<file path="src/rtl/mnist_pkg.sv">
// mnist_pkg: shared types and constants for the MNIST output stage.
// Holds the class count, score type, scorer state encoding, the optional
// output bias table and the requantization helper (shift plus clamp).
package mnist_pkg;

   localparam int N_OUT   = 10;
   localparam int SCORE_W = 8;
   localparam int BIAS_W  = 24;

   typedef logic [SCORE_W-1:0] score_t;

   typedef enum logic [1:0] {
      ACCUM = 2'd0,
      DRAIN = 2'd1,
      QUANT = 2'd2,
      HOLD  = 2'd3
   } scorer_state_t;

   // Per-class starting accumulator values, used only when OUT_BIAS_EN is defined.
   localparam logic signed [BIAS_W-1:0] OUT_BIAS [N_OUT] = '{
      24'sd1280,  -24'sd2560, 24'sd0,     24'sd25600, 24'sd70000,
      24'sd128,   24'sd384,   -24'sd1,    24'sd65535, 24'sd511
   };

   // Arithmetic right shift, then clamp to the unsigned score range.
   function automatic score_t requant(input logic signed [31:0] acc, input int shift);
      logic signed [31:0] s;
      s = acc >>> shift;
      if (s < 0)
         return '0;
      else if (s > 32'sd255)
         return {SCORE_W{1'b1}};
      else
         return s[SCORE_W-1:0];
   endfunction

endpackage

</file>
<file path="src/rtl/output_layer_scorer.sv">
// output_layer_scorer: final fully-connected MNIST layer.
// Streams N_IN activations per frame, MACs them against ROM weights into
// N_OUT accumulators, then requantizes into held 8-bit scores for argmax.
// Optional macro OUT_BIAS_EN: accumulators start from mnist_pkg::OUT_BIAS
// instead of zero.
module output_layer_scorer
   import mnist_pkg::*;
#(
   parameter int N_IN  = 64,
   parameter int IN_W  = 8,
   parameter int W_W   = 8,
   parameter int ACC_W = 24,
   parameter int SHIFT = 8
) (
   input  logic                       clk,
   input  logic                       rst,
   input  logic                       in_valid,
   output logic                       in_ready,
   input  logic [IN_W-1:0]            in_data,
   input  logic                       in_last,
   output logic [$clog2(N_IN)-1:0]    w_addr,
   input  logic [N_OUT*W_W-1:0]       w_data,
   output score_t                     score [0:N_OUT-1],
   output logic                       score_valid,
   input  logic                       score_ready,
   output logic                       frame_err
);

   localparam int AW     = $clog2(N_IN);
   localparam int PROD_W = IN_W + W_W + 1;

   scorer_state_t              state, state_next;
   logic                       run_en;
   logic [AW-1:0]              cnt;
   logic [IN_W-1:0]            act_q;
   logic                       mac_pend;
   logic                       accept, frame_end, release_scores;
   logic signed [ACC_W-1:0]    acc      [N_OUT];
   logic signed [ACC_W-1:0]    acc_init [N_OUT];
   logic signed [PROD_W-1:0]   prod     [N_OUT];

   assign accept         = in_valid & in_ready;
   assign frame_end      = in_last | (cnt == AW'(N_IN - 1));
   assign release_scores = (state == HOLD) & score_ready;
   assign w_addr         = cnt;

   // State register; run_en holds in_ready low until the first edge after reset.
   // NOTE: sequential state uses non-blocking assignments so every flop samples pre-edge values.
   always_ff @(posedge clk or posedge rst) begin
      if (rst) begin
         state  <= ACCUM;
         run_en <= 1'b0;
      end else begin
         state  <= state_next;
         run_en <= 1'b1;
      end
   end

   // Next-state logic: frame end, MAC drain, score load, downstream release.
   // NOTE: state_next gets a default first so this block never infers a latch.
   always_comb begin
      state_next = state;
      unique case (state)
         ACCUM: if (accept && frame_end) state_next = DRAIN;
         DRAIN: if (!mac_pend)           state_next = QUANT;
         QUANT:                          state_next = HOLD;
         HOLD:  if (score_ready)         state_next = ACCUM;
         default:                        state_next = ACCUM;
      endcase
   end

   // Output decode from the current state.
   always_comb begin
      in_ready    = run_en && (state == ACCUM);
      score_valid = (state == HOLD);
   end

   // Accumulator start values: bias table or zero.
   always_comb begin
      for (int k = 0; k < N_OUT; k++) begin
`ifdef OUT_BIAS_EN
         acc_init[k] = ACC_W'(OUT_BIAS[k]);
`else
         acc_init[k] = '0;
`endif
      end
   end

   // Beat capture, counter, pending-MAC flag and frame length check.
   always_ff @(posedge clk or posedge rst) begin
      if (rst) begin
         cnt       <= '0;
         act_q     <= '0;
         mac_pend  <= 1'b0;
         frame_err <= 1'b0;
      end else begin
         mac_pend <= accept;
         if (accept) begin
            act_q <= in_data;
            cnt   <= cnt + AW'(1);
            if (frame_end)
               frame_err <= in_last ^ (cnt == AW'(N_IN - 1));
         end
         if (release_scores) begin
            cnt       <= '0;
            frame_err <= 1'b0;
         end
      end
   end

   // Unsigned activation times signed weight, per class.
   always_comb begin
      for (int k = 0; k < N_OUT; k++) begin
         prod[k] = PROD_W'(signed'({1'b0, act_q})) * PROD_W'(signed'(w_data[k*W_W +: W_W]));
      end
   end

   // Accumulators: MAC one cycle after acceptance, restart after release.
   always_ff @(posedge clk or posedge rst) begin
      if (rst) begin
         for (int k = 0; k < N_OUT; k++) acc[k] <= acc_init[k];
      end else if (release_scores) begin
         for (int k = 0; k < N_OUT; k++) acc[k] <= acc_init[k];
      end else if (mac_pend) begin
         for (int k = 0; k < N_OUT; k++) acc[k] <= acc[k] + ACC_W'(prod[k]);
      end
   end

   // Score registers load only in QUANT and otherwise hold for the argmax stage.
   always_ff @(posedge clk or posedge rst) begin
      if (rst) begin
         for (int k = 0; k < N_OUT; k++) score[k] <= '0;
      end else if (state == QUANT) begin
         for (int k = 0; k < N_OUT; k++) score[k] <= requant(32'(acc[k]), SHIFT);
      end
   end

endmodule

</file>
<file path="config.mk">
export PLATFORM = sky130hd
export DESIGN_NAME = output_layer_scorer
export DESIGN_NICKNAME = d
export VERILOG_FILES = /design/src/rtl/mnist_pkg.sv /design/src/rtl/output_layer_scorer.sv
export SDC_FILE = /design/constraint.sdc
export NUM_CORES = 2
export LEC_CHECK = 0
export CAP_MARGIN = 30
export CORE_ASPECT_RATIO = 1.75
export CORE_MARGIN = 1.5
export CORE_UTILIZATION = 40
export CTS_CLUSTER_SIZE = 40
export DETAILED_ROUTE_END_ITERATION = 12
export GPL_TIMING_DRIVEN = 0
export SYNTH_ARGS = -nofsm -noshare
export SYNTH_HDL_FRONTEND = slang
export SYNTH_SLANG_ARGS = --single-unit
</file>
<file path="constraint.sdc">
create_clock -name clk -period 12.55 [get_ports clk]
set_input_delay 1.8825 -clock clk [delete_from_list [all_inputs] [get_ports clk]]
set_output_delay 1.8825 -clock clk [all_outputs]
set_load 0.03 [all_outputs]
</file>
==> flow_summary.toml <==
[place]
place.gp.congestion = 0.924
port_buffers = 161
placedCellCount = 6650
post-dp-hpwl_um = 124000

[run]
drv_cap = 0

[synth]
ys_top_cells_by_area = "fa_1 22%, ha_1 21%, dfrtp_1 18%, inv_1 6.2%, and2_1 4.1%"
synth_top_cell_area_share = 0.221
ys_warn_count = 0
syn_area_um2 = 46200
synth_nets = 6305
ys_seq_area_frac = 0.184
synth-async-reset-ratio = 1.00
yosys.area.top_type = "fa_1"
synth-edff-count = 0
synthTopCellsByCount = "767 x ha_1, 759 x inv_1, 510 x fa_1"
ys_seq_elements = 339
synth.most_common_cell = "ha_1"
synthDistinctLibCells = 80
synth_cells = 4935
synthFlopType = "dfrtp_1"
syn_area_per_cell_um2 = 9.36

[timing]
hold_viol = 0
period_needed_ps = 7660
rsz0062_at_grt = "no"
max_freq_mhz = 130
worst_pin_slew_ps = 1100
finalClockSkew_ps = 26.4
period_share = 0.611
slew_headroom = 0.263
fin_tns_setup_ps = 0
slew_violations = 0
finalSetupViolCount = 0

[worst_setup_path]
required_ps = 13030
start_kind = "primary input"
worst-setup-path-type = "in -> reg"
critPathArrivalTime_ps = 8140
critPathMaxFanout = 12
crit_path_end_kind = "flop"

[worst_hold_path]
hp-class = "reg -> reg"

[global_routing]
grtUsageTotal = 0.268
antenna_found_initial = 19
grt_pass1_wl_um = 233000
grt_pass1_vias = 39200
grt_max_degree = 108
overflow = 0

[clock_network]
cts.sinks = 339
postCtsSetupRepairBufs = 0
cts_resized = 0
ctsHtreeMaxLevel = 2
clk_pin_slew_worst_paths_ps = 70
cts_buffers = 41
cts_root_buffer = "clkbuf_16"
cts_tree = "yes"
ctsHoldBuffers = 0
clk_latency_ps = 630
clockBufferDepth = 3

[final_layout]
fin_nets = 6570
drive_above_1_share = 0.0472
nFillCells = 10900
final_cells = 6736
area_delta_synth_final_pct = 12.5

[floorplanning]
core_um2 = 114000
die_y_um = 452
num_rows = 164
initial_core_util = 0.404
die_x_um = 260
pin_count = 182
die_area_um2 = 118000

[drt]
drc_errors = 0
dr.pass1.iters = 6
num_vias = 36800
routed_via_density = 5.46
drtIter0Drc = 1968
wire_per_inst_um = 23.0
ant_nets = 0
drt-total-wl_um = 155000

[run_status]
outcome = "completed"
-- critical path, cell delays in order --
cell	delay, ps
clkdlybuf4s50_1	870
inv_1	330
fa_1	600
inv_1	50
fa_1	480
fa_1	580
fa_1	440
fa_1	450
ha_1	370
inv_2	50
o311a_1	370
o41ai_2	500
o21ai_1	290
o311a_1	410
nor3_1	250
xor2_1	170
nor2_1	50
-- worst paths after layout --
check / depth (start not counted) / startpoint / endpoint / slack [ps]
setup / recovery: 17 / w_data[47] / acc[119] / 4890
hold / removal: 2 / acc[109] / acc[109] / 500
setup reg to reg: 21 / act_q[7] / acc[119] / 4950
hold reg to reg: 2 / acc[109] / acc[109] / 500
max in group asynchronous: 4 / rst / score[27] / 9390
min in group asynchronous: 2 / rst / score[7] / 1640
-- cells in the final DEF, fill, tap and decap left out, types with 15 or more instances in the layout --
cell,synthesis,layout
nand3_1,37,37
clkbuf_2,0,15
nand4_1,16,16
a31oi_1,26,26
buf_8,0,38
fa_1,510,510
xnor2_1,119,119
clkbuf_1,150,143
o21a_1,41,41
mux2i_1,106,106
nor2_1,313,313
clkdlybuf4s50_1,0,161
a211oi_1,56,56
and3_1,15,15
inv_1,759,758
o21ai_1,37,37
nor4_1,18,16
and2_1,301,301
a21oi_1,251,251
xor2_1,58,58
nor2b_1,29,29
ha_1,767,767
clkbuf_16,0,43
nand2_1,410,410
dfrtp_1,339,339
mux2_2,80,80
nand2b_1,45,45
a211o_1,16,16
nor3_1,34,34
a21o_1,74,74
o21ai_0,117,117
buf_1,37,36
-- logic make-up (layout without fill, tap and decap cells) --
kind of cell,Yosys count,after routing,synth area share
compound gates,748,748,0.104
xor+xnor,177,177,0.0336
fa+ha+maj,1277,1277,0.429
buf+inv,948,1244,0.0771
flops,339,339,0.184
mux,186,186,0.0425
other cells,1,12,0.0000812
simple gates,1259,1259,0.130
-- metal layers --
metal	GRT usage	share of wire
met2	0.473	0.50
met4	0.193	0.087
met5	0	0.00094
met3	0.0417	0.058
met1	0.288	0.36
-- sequential cells by signal, indices dropped and copies added (netlist names) --
register and flops:
run_en 1, score 80, state 2, frame_err 1, mac_pend 1, w_addr 6
acc 240, act_q 8
-- stage by stage --
step           worst slack (ps)  hold slack [ps]  instance area, um^2  utilization
4_1_cts                    4920              499                51900        0.454
5_1_grt                    4670              503                51900        0.454
3_5_place_dp               4300              480                50600        0.442
6_report                   4890              500                51900        0.454
2_1_floorplan              1270              450                46200            -
3_3_place_gp              -4790              470                49700        0.434
-- area by class of cell --
class                           instances  area (um^2)  area share
Inverter                              760         2860      0.0551
Antenna cell                           11         27.5    0.000530
Buffer                                188          727      0.0140
Multi-Input combinational cell       3648        34100       0.657
Tap cell                             1494         1870      0.0360
Clock buffer                           55         1160      0.0224
Timing Repair Buffer                  222         2480      0.0478
Sequential cell                       339         8480       0.163
Clock inverter                         19          186     0.00359
Power is left out: the tool's default activity adds up to more than one toggle a clock period on the data nets, which glitch-free logic cannot reach.
